`config.mk`:
```
export PLATFORM = sky130hd
export DESIGN_NAME = ram_burst_reader_flat
export DESIGN_NICKNAME = d
export VERILOG_FILES = /design/src/rtl/ram_burst_reader_if.sv /design/src/rtl/ram_burst_reader.sv /design/src/flat_wrapper.sv
export SDC_FILE = /design/constraint.sdc
export NUM_CORES = 1
export LEC_CHECK = 0
export BUFFER_PORTS_ARGS = -buffer_cell sky130_fd_sc_hd__buf_2
export CORE_MARGIN = 2
export CORE_UTILIZATION = 53
export DETAILED_ROUTE_END_ITERATION = 7
export PLACE_DENSITY = 0.83
export SETUP_SLACK_MARGIN = 0.02
export SLEW_MARGIN = 20
export SYNTH_ARGS = -nofsm -noshare
export SYNTH_HDL_FRONTEND = slang
export SYNTH_SLANG_ARGS = --single-unit
```
`constraint.sdc`:
```
create_clock -name clk -period 4.5 [get_ports clk]
set_input_delay 0.45 -clock clk [delete_from_list [all_inputs] [get_ports clk]]
set_output_delay 0.45 -clock clk [all_outputs]
set_load 0.005 [all_outputs]
```
`src/rtl/ram_burst_reader_if.sv`:
```
// Valid/ready stream carrying words read out of the RAM.
// The master side is the burst reader; the slave side is the consumer.
interface ram_burst_reader_if #(
    parameter int DATA_W = 8
);
    logic [DATA_W-1:0] out_data;
    logic              out_valid;
    logic              out_ready;

    modport master (
        output out_data,
        output out_valid,
        input  out_ready
    );

    modport slave (
        input  out_data,
        input  out_valid,
        output out_ready
    );
endinterface

```
`src/rtl/ram_burst_reader.sv`:
```
// Read-only burst initiator for an async-read RAM, streaming words on valid/ready.
// Define CHECKSUM_EN to add a running mod-2^DATA_W sum of accepted beats.
module ram_burst_reader #(
    parameter int ADDR_W = 4,
    parameter int DATA_W = 8
) (
    input  logic              clk,
    input  logic              rst_n,
    input  logic              start,
    input  logic [ADDR_W-1:0] base_addr,
    input  logic [ADDR_W:0]   len,
    output logic [ADDR_W-1:0] ram_addr,
    output logic              ram_we,
    input  logic [DATA_W-1:0] ram_data,
    ram_burst_reader_if.master strm,
    output logic              busy,
    output logic              done
`ifdef CHECKSUM_EN
    ,
    output logic [DATA_W-1:0] checksum
`endif
);

    localparam logic [1:0] S_IDLE   = 2'd0;
    localparam logic [1:0] S_STREAM = 2'd1;
    localparam logic [1:0] S_DONE   = 2'd2;

    localparam logic [ADDR_W-1:0] ADDR_ONE = 1;
    localparam logic [ADDR_W:0]   CNT_ONE  = 1;
    localparam logic [ADDR_W:0]   CNT_ZERO = '0;

    logic [1:0]        state;
    logic [ADDR_W-1:0] addr_q;
    logic [ADDR_W:0]   remaining;
    logic              accept;
    logic              drained;
    logic              load;

    // Output slot is free this cycle if empty or being taken right now.
    assign accept  = strm.out_valid & strm.out_ready;
    assign drained = ~strm.out_valid | strm.out_ready;
    assign load    = (state == S_STREAM) & (remaining != CNT_ZERO) & drained;

    assign ram_addr = addr_q;
    assign ram_we   = 1'b0;
    assign busy     = (state == S_STREAM) | (state == S_DONE);
    assign done     = (state == S_DONE);

    always_ff @(posedge clk) begin
        if (!rst_n) begin
            state         <= S_IDLE;
            addr_q        <= '0;
            remaining     <= '0;
            strm.out_data <= '0;
            strm.out_valid <= 1'b0;
        end else begin
            case (state)
                S_IDLE: begin
                    if (start) begin
                        addr_q    <= base_addr;
                        remaining <= len;
                        state     <= (len == CNT_ZERO) ? S_DONE : S_STREAM;
                    end
                end
                S_STREAM: begin
                    if (load) begin
                        strm.out_data  <= ram_data;
                        strm.out_valid <= 1'b1;
                        addr_q         <= addr_q + ADDR_ONE;
                        remaining      <= remaining - CNT_ONE;
                    end else if (accept) begin
                        strm.out_valid <= 1'b0;
                    end
                    // Leave only once the final beat has been taken.
                    if ((remaining == CNT_ZERO) && drained) begin
                        state <= S_DONE;
                    end
                end
                S_DONE: begin
                    state <= S_IDLE;
                end
                default: begin
                    state <= S_IDLE;
                end
            endcase
        end
    end

`ifdef CHECKSUM_EN
    always_ff @(posedge clk) begin
        if (!rst_n) begin
            checksum <= '0;
        end else if ((state == S_IDLE) && start) begin
            checksum <= '0;
        end else if (accept) begin
            checksum <= checksum + strm.out_data;
        end
    end
`endif

endmodule
```
`src/flat_wrapper.sv`:
```
// flat-port wrapper written by rule: the top's interface ports become plain ports
module ram_burst_reader_flat 
#(
    parameter int ADDR_W = 4,
    parameter int DATA_W = 8
)
  (clk, rst_n, start, base_addr, len, ram_addr, ram_we, ram_data, busy, done, strm_out_data, strm_out_valid, strm_out_ready);
  ram_burst_reader_if #(.DATA_W(DATA_W)) strm_i ();
  input  logic clk;
  input  logic rst_n;
  input  logic start;
  input  logic [ADDR_W-1:0] base_addr;
  input  logic [ADDR_W:0] len;
  output logic [ADDR_W-1:0] ram_addr;
  output logic ram_we;
  input  logic [DATA_W-1:0] ram_data;
  output logic busy;
  output logic done;
  output wire logic [$bits(strm_i.out_data)-1:0] strm_out_data;
  output wire logic [$bits(strm_i.out_valid)-1:0] strm_out_valid;
  input wire logic [$bits(strm_i.out_ready)-1:0] strm_out_ready;
  assign strm_out_data = strm_i.out_data;
  assign strm_out_valid = strm_i.out_valid;
  assign strm_i.out_ready = strm_out_ready;
  ram_burst_reader #(.ADDR_W(ADDR_W), .DATA_W(DATA_W)) u_core (.clk(clk), .rst_n(rst_n), .start(start), .base_addr(base_addr), .len(len), .ram_addr(ram_addr), .ram_we(ram_we), .ram_data(ram_data), .strm(strm_i), .busy(busy), .done(done));
endmodule
```
After elaboration in Yosys (flattened, before gate mapping). Index checks and enable logic that the tools add are counted.

Bits in registers: 20. Bits in latches: 0. RAM bits: 0. Bits in read-only memories: 0. Bits of input ports: 21. Output and inout bits: 16. Logic and storage cells: 41. Memories kept: 0.

Add/subtract/negate cells: 2. Multipliers: 0. Divide/modulo/power cells: 0. $lt $le $gt $ge: 0. Eq/ne operators: 5. Shifts and indexed selects: 0. Muxes and demuxes: 12. Bitwise logic cells: 6. Reductions and logical operators: 11.

Operators by type and width (count): 5-bit logical NOT (2); 5-bit two-way mux (2); 5-bit case mux with 2 select lines (1); 4-bit two-way mux (2); 4-bit case mux with 2 select lines (1); 2-bit two-way mux (3); 2-bit AND reduction (3); 5-bit nonzero test (1); 5-bit by 1-bit subtractor with 5-bit output, second input constant (1); 4-bit by 1-bit adder with 4-bit output, second input constant (1); 2-bit != test, second input constant (2); 2-bit case mux with 2 select lines (1); 2-bit nonzero test (2); 1-bit bitwise AND (3); 3-bit AND reduction (1); 2-bit by 1-bit equality test with 1-bit output, second input constant (1); 2-bit equality test, second input constant (1); 2-bit logical NOT (1); 1-bit two-way mux (2); 2-bit by 1-bit != test with 1-bit output, second input constant (1); 1-bit OR (2); 1-bit logical AND (1); 1-bit inverter (1).

Logic depth before layout (Yosys ltp). Gate-level depths: netlist of run 1.

Depth in word-level cells: 5. Mapped depth: 9. Mapped depth without buffers: 6.

Worst setup path before layout of run 1. OpenSTA, ideal clock, no wires.

Path type: register to register. From: register u_core.remaining[0]. To: register u_core.addr_q[0] (netlist: u_core.ram_addr[0]). Setup time: 0.119 ns. Arrival time: 1.582 ns. Data required time: 4.381 ns. Setup slack: 2.799 ns. Stages on the path, launching flop included: 7. Buffers on the path: 0. Period minus slack after synthesis: 1.701 ns. Path through: dfxtp_1 > inv_1 > ha_1 > or4b_4 > o221ai_4 > a21oi_1 > o221a_2.

Longest elaborated chain between the ends: 5.

RTL lines: start: declaration (RTL line ram_burst_reader.sv:34) `logic [ADDR_W:0] remaining;`; start signal: assignment (RTL line ram_burst_reader.sv:61) `remaining <= len;`; start signal: assignment (RTL line ram_burst_reader.sv:70) `remaining <= remaining - CNT_ONE;`; 5-bit nonzero test (RTL line ram_burst_reader.sv:42) `assign load = (state == S_STREAM) & (remaining != CNT_ZERO) & drained;`; 1-bit bitwise AND (2 in series) (RTL line ram_burst_reader.sv:42); 2-bit by 1-bit != test with 1-bit output (no source line); 3-bit AND reduction (no source line); end signal: assignment (RTL line ram_burst_reader.sv:60) `addr_q <= base_addr;`; end signal: assignment (RTL line ram_burst_reader.sv:69) `addr_q <= addr_q + ADDR_ONE;`; end: declaration (RTL line ram_burst_reader.sv:33) `logic [ADDR_W-1:0] addr_q;`.

Every way passes these cells. A chain may end at the register's enable or synchronous reset.

Worst setup path in the final report of run 1.
From: register u_core.state[1]. To: register u_core.remaining[4].

Longest elaborated chain between the ends: 5. Elaborated cells between the ends (all ways): 9.

RTL lines: start: declaration (RTL line ram_burst_reader.sv:32) `logic [1:0] state;`; start signal: assignment (RTL line ram_burst_reader.sv:62) `state <= (len == CNT_ZERO) ? S_DONE : S_STREAM;`; 2-bit by 1-bit equality test with 1-bit output (RTL line ram_burst_reader.sv:42, ram_burst_reader.sv:57); 1-bit bitwise AND (2 in series) (RTL line ram_burst_reader.sv:42); 2-bit by 1-bit != test with 1-bit output (no source line); 3-bit AND reduction (no source line).

Several ways; a longest one is shown, not always the timed one.

==> flow_metrics.tcl, run 1 <==
set metrics [dict create \
    synth_edf_count 0 \
    fin_ws_ns 2.28 \
    ios 37 \
    cts-root-buf "clkbuf_4" \
    via_per_inst 5.31 \
    yosysMostFrequentCell "dfxtp_1" \
    grt_max_degree 26 \
    first_pass_iters 4 \
    hold_path.class "in2reg" \
    syn_inst 122 \
    synth.distinct_cells 37 \
    hpwl_mm 1.62 \
    synth_top_cell_area_share_pct 36.0 \
    skew_ns 0.00588 \
    drive_above_1_share_pct 32.5 \
    cts_tree "yes" \
    status "finished, final reports clean" \
    synth_top_cell_by_area "dfxtp_1" \
    clock_latency_ns 0.30 \
    htreeDepth 1 \
    netlist_area_um2 1110 \
    ir_worst_vdd_mv 0.436 \
    die_area_um2 2480 \
    synth_commonest_cells "dfxtp_1 (20), nand2_1 (12), nor2b_1 (11)" \
    gp_congestion 0.749 \
    wire_per_inst_um 12.2 \
    ant_nets 0 \
    clk_pin_slew_ns 0.12 \
    grt_use_total_pct 19.9 \
    initial_core_util_pct 56.8 \
    drt-initial-drc-count 10 \
    end_kind "flop" \
    fmaxAchievable_mhz 450 \
    die_h_um 49.8 \
    async_flop_share_pct 0 \
    die_w_um 49.8 \
    portBuffers 35 \
    cts.path.max_buffers 2 \
    holdBufCountCts 0 \
    cp-start-kind "flop" \
    required_ns 4.73 \
    ys_top_cells_by_area "dfxtp_1 (36%), mux2i_1 (9.0%), nor2b_1 (6.2%), ha_1 (5.6%), nand2_1 (4.0%)" \
    postLayoutCellArea_um2 1330 \
    grt_pass1_vias 862 \
    post-place-ws_ns 2.33 \
    antenna_cells 0 \
    maxCapViolCount 0 \
    cp.arrival_ns 2.45 \
    nFillCells 175 \
    holdWs_ns 0.402 \
    worst_pin_slew_ns 0.753 \
    powerDensity_nw_per_um2 636 \
    cts_sinks 20 \
    synthFlopType "dfxtp_1" \
    drc_errors 0 \
    vias 961 \
    setup_viol 0 \
    cts_buffers 3 \
    drv_slew 0 \
    cts_resized 0 \
    rsz0062_at_grt "false" \
    synth_warnings 0 \
    crit_type "reg2reg" \
    antenna_found_initial 0 \
    placed_area_um2 1280 \
    setup_tns_ns 0 \
    syn_avg_cell_area_um2 9.13 \
    syn_nets 148 \
    cp_cell_sequence "inv_1 > ha_1 > nand2_1 > o221ai_4 > o21ai_0 > a21boi_0" \
    crit_path_max_fanout 24 \
    period_share_pct 49.3 \
    postRouteWirelength_mm 2.21 \
    hold_viol 0 \
    critical-path-max-stage-delay_ns 0.66 \
    coreArea_um2 1960 \
    syn_to_final_growth_pct 19.8 \
    synth-seq-cells 20 \
    num_rows 16 \
    fin_nets 181 \
    r2r_slack_ns 2.28 \
    p_leak_nw 0.645 \
    post_cts_buffers 0 \
    final.min_clock_period_ns 2.22 \
    crit_slowest_cell "ha_1" \
    grt.overflow.total 0 \
    ys_seq_area_share_pct 36.0 \
    grt_pass1_wl_mm 3.79 \
    maxSlewHeadroom_pct 49.8 \
]
## final cells by class
class / instances / area [um^2] / area share (%)
Multi-Input combinational cell: 86 / 638 / 47.8
Sequential cell: 20 / 400 / 30.0
Clock inverter: 1 / 30.0 / 2.25
Inverter: 9 / 33.8 / 2.53
Tap cell: 27 / 33.8 / 2.53
Clock buffer: 3 / 22.5 / 1.69
Timing Repair Buffer: 35 / 175 / 13.1
## layer usage
| metal | GRT usage [%] | vias to the layer above | part of all wire, % |
|---|---|---|---|
| met1 | 24.1 | 445 | 46 |
| met5 | 0 | - | 0 |
| met4 | 12.5 | 0 | 1.4 |
| met3 | 4.55 | 6 | 4.7 |
| met2 | 31.6 | 28 | 48 |
| li1 | - | 482 | - |
## layout by cell type, fill, tap and decap left out, drive strengths merged
cell type	netlist	final
or4b	1	1
a22oi	1	1
conb	1	1
o21ai	4	4
a221oi	1	1
a21boi	2	2
nand2	12	12
or3	1	1
nor3	1	1
a21oi	5	5
mux2i	10	10
o22ai	2	2
nor2	6	6
o221a	1	1
buf	3	35
a22o	1	1
o31a	3	3
o2bb2ai	3	3
o221ai	1	1
o31ai	1	1
or2b	1	1
inv	9	9
mux2	2	2
o311a	1	1
ha	5	5
a211o	1	1
dfxtp	20	20
nand3	4	4
nor2b	11	11
clkbuf	4	3
bufinv	0	1
nand2b	4	4
## through the flow
stage               util [%]  total power, W  std cells
finish                  68.0        0.000848        181
global route            68.0        0.000919        181
CTS                     68.0        0.000855        181
detailed placement      65.3        0.000705        177
global placement        65.3        0.000690        177
floorplan                  -        0.000617        122
## path summary, 6_finish.rpt
check	start	endpoint	depth (start not counted)
worst min register to register	u_core.ram_addr[3]	u_core.ram_addr[3]	2
worst max-delay path	u_core.state[1]	u_core.remaining[4]	6
worst max register to register	u_core.state[1]	u_core.remaining[4]	6
worst min-delay path	ram_data[7]	u_core.strm.out_data[7]	3
## report_power, final
part           switching [W]  internal, W  leakage (nW)
logic               0.000213     0.000206         0.453
clock network      0.0000563    0.0000900        0.0279
registers          0.0000463     0.000236         0.164
## kinds of logic after synthesis
family / share of synthesized area (%)
buffers and inverters: 6.74
multiplexers: 11.0
AO/OA/AOI/OAI: 19.9
AND/OR/NAND/NOR: 20.4
flip-flops: 36.0
other: 0.337
adder cells (fa/ha/maj): 5.62
## critical path, delay by kind of cell (launching register included)
kind,cells,cell delay (ns)
simple gates,1,0.21
flops,1,0.34
compound gates,3,0.82
fa+ha+maj,1,0.66
buf+inv,1,0.11
## flip-flops by register name, summed over array words and instances (netlist names)
name	flops
u_core.ram_addr	4
u_core.remaining	5
u_core.state	2
u_core.strm.out_data	8
u_core.strm.out_valid	1
Power figures use the tool's default switching activity.
==> run 2, diff against run 1 <==
--- a/config.mk
+++ b/config.mk
@@ -7,9 +7,9 @@
 export LEC_CHECK = 0
 export BUFFER_PORTS_ARGS = -buffer_cell sky130_fd_sc_hd__buf_2
 export CORE_MARGIN = 2
-export CORE_UTILIZATION = 53
+export CORE_UTILIZATION = 49
 export DETAILED_ROUTE_END_ITERATION = 7
-export PLACE_DENSITY = 0.83
+export PLACE_DENSITY = 0.78
 export SETUP_SLACK_MARGIN = 0.02
 export SLEW_MARGIN = 20
 export SYNTH_ARGS = -nofsm -noshare
==> constraint.sdc (replaced) <==
create_clock -name clk -period 2.2 [get_ports clk]
set_input_delay 0.22 -clock clk [delete_from_list [all_inputs] [get_ports clk]]
set_output_delay 0.22 -clock clk [all_outputs]
set_load 0.005 [all_outputs]
==> run 2 against run 1 <==
Flip-flop and latch count unchanged; sequential power increased by 100%; first-iteration DRC count decreased by 70%; global-route usage is 0.079 points lower; fmax increased by 14%; register-to-register slack worse by 2.0 ns; die area is 7.5% higher; cell count is 1.1% higher; final area is 0.56% lower; non-clock buffer count up 1; clock power grew 51%; combinational power up 110%; critical path type unchanged; largest power group unchanged; highest routed layer unchanged.
==> flow_metrics.tcl, run 2 (synthesized netlist as in run 1, its figures left out) <==
set metrics [dict create \
    critical-path-max-stage-delay_ns 0.50 \
    skew_ns 0.00676 \
    largest_register_ffs 8 \
    cp-start-kind "flop" \
    num_rows 17 \
    crit_slowest_cell "or4b_4" \
    postRouteWirelength_mm 2.29 \
    htreeDepth 1 \
    final.min_clock_period_ns 1.96 \
    power_switching_w 0.000658 \
    crit_type "reg2reg" \
    syn_to_final_growth_pct 19.1 \
    grt_use_total_pct 19.8 \
    die_w_um 51.7 \
    p_comb_share_pct 52.7 \
    hold_path.class "in2reg" \
    antenna_cells 0 \
    cts_sinks 20 \
    cts_tree "yes" \
    cts_buffers 3 \
    postLayoutCellArea_um2 1330 \
    portBuffers 35 \
    grt_pass1_vias 930 \
    layout_commonest_cell "buf_2" \
    fin_nets 182 \
    antenna_found_initial 0 \
    period_share_pct 88.9 \
    required_ns 2.41 \
    grt_max_degree 26 \
    drive_above_1_share_pct 32.9 \
    ir_worst_vdd_mv 0.677 \
    crit_path_max_fanout 16 \
    p_leak_nw 0.643 \
    hpwl_mm 1.71 \
    first_pass_iters 4 \
    maxCapViolCount 0 \
    cts_resized 0 \
    cts-root-buf "clkbuf_4" \
    hold_viol 0 \
    die_area_um2 2670 \
    setup_viol 0 \
    drt-initial-drc-count 3 \
    pwr-share-clk_pct 13.2 \
    post_cts_buffers 0 \
    holdBufCountCts 0 \
    grt.overflow.total 0 \
    placed_area_um2 1290 \
    initial_core_util_pct 51.3 \
    wire_per_inst_um 12.5 \
    gp_congestion 0.736 \
    final_cell_mix "buf_2 (35), dfxtp_1 (20), nand2_1 (12)" \
    coreArea_um2 2170 \
    vias 959 \
    setup_tns_ns 0 \
    die_h_um 51.7 \
    grt_pass1_wl_mm 3.87 \
    via_per_inst 5.24 \
    rsz0062_at_grt "false" \
    ios 37 \
    fmaxAchievable_mhz 512 \
    switching_share_pct 39.4 \
    drv_slew 0 \
    ant_nets 0 \
    drc_errors 0 \
    powerDensity_nw_per_um2 1260 \
    largest-register "u_core.strm.out_data" \
    clk_pin_slew_ns 0.12 \
    p_int_w 0.00101 \
    status "finished, final reports clean" \
    end_kind "flop" \
    cp_cell_sequence "inv_1 > ha_1 > or4b_4 > o221ai_4 > a21oi_1 > o221a_2" \
    clock_latency_ns 0.31 \
    cp.arrival_ns 2.17 \
    cts.path.max_buffers 2 \
    seqPwrFrac_pct 34.1 \
]
[run 2: cell types whose count changed in the layout (fill, tap and decap cells not counted)]
cell / change
clkbuf_8: +1
bufinv_16: -1
buf_4: +1
[run 2: cell type report]
| type | count | area [um^2] |
|---|---|---|
| timing repair buffer | 36 | 183 |
| inverter | 9 | 33.8 |
| tap | 28 | 35.0 |
| sequential | 20 | 400 |
| fill | 199 | 843 |
| clock buffer | 4 | 36.3 |
| multi-input combinational | 86 | 638 |
[run 2: metrics by stage]
stage               hold slack [ns]  setup WS [ns]  std cells  util (%)  power, W
floorplan                     0.369          0.499        122         -   0.00126
detailed placement            0.468          0.261        179      59.5   0.00146
finish                        0.161          0.245        183      61.1   0.00167
global placement              0.451          0.317        179      59.5   0.00142
CTS                           0.151          0.247        183      61.1   0.00169
global route                  0.171          0.127        183      61.1   0.00181
[run 2: power groups by stage]
stage          combinational, W  sequential, W  clock [W]
3_5_place_dp           0.000889       0.000574          0
4_1_cts                0.000891       0.000567   0.000227
6_report               0.000880       0.000570   0.000220
2_1_floorplan          0.000692       0.000569          0
5_1_grt                0.000987       0.000588   0.000237
3_3_place_gp           0.000848       0.000568          0
[run 2: critical path: cells and delay by family (launching register included)]
family,cells,cell delay (ns)
buf+inv,1,0.08
flops,1,0.33
simple gates,1,0.50
fa+ha+maj,1,0.16
compound gates,3,0.78
[run 2: final timing paths]
check / startpoint / end / slack, ns / cells past startpoint
max: u_core.remaining[0] / u_core.ram_addr[0] / 0.24 / 6
min: ram_data[4] / u_core.strm.out_data[4] / 0.16 / 3
max reg2reg: u_core.remaining[0] / u_core.ram_addr[0] / 0.24 / 6
min reg2reg: u_core.ram_addr[3] / u_core.ram_addr[3] / 0.49 / 2
[run 2: metal layers]
metal | global-route usage [%] | routed length (um) | vias up
met4 | 11.8 | 51 | 0
met5 | 0 | 0 | -
met3 | 2.59 | 88 | 5
li1 | - | - | 486
met1 | 21.9 | 944 | 447
met2 | 35.7 | 1210 | 21
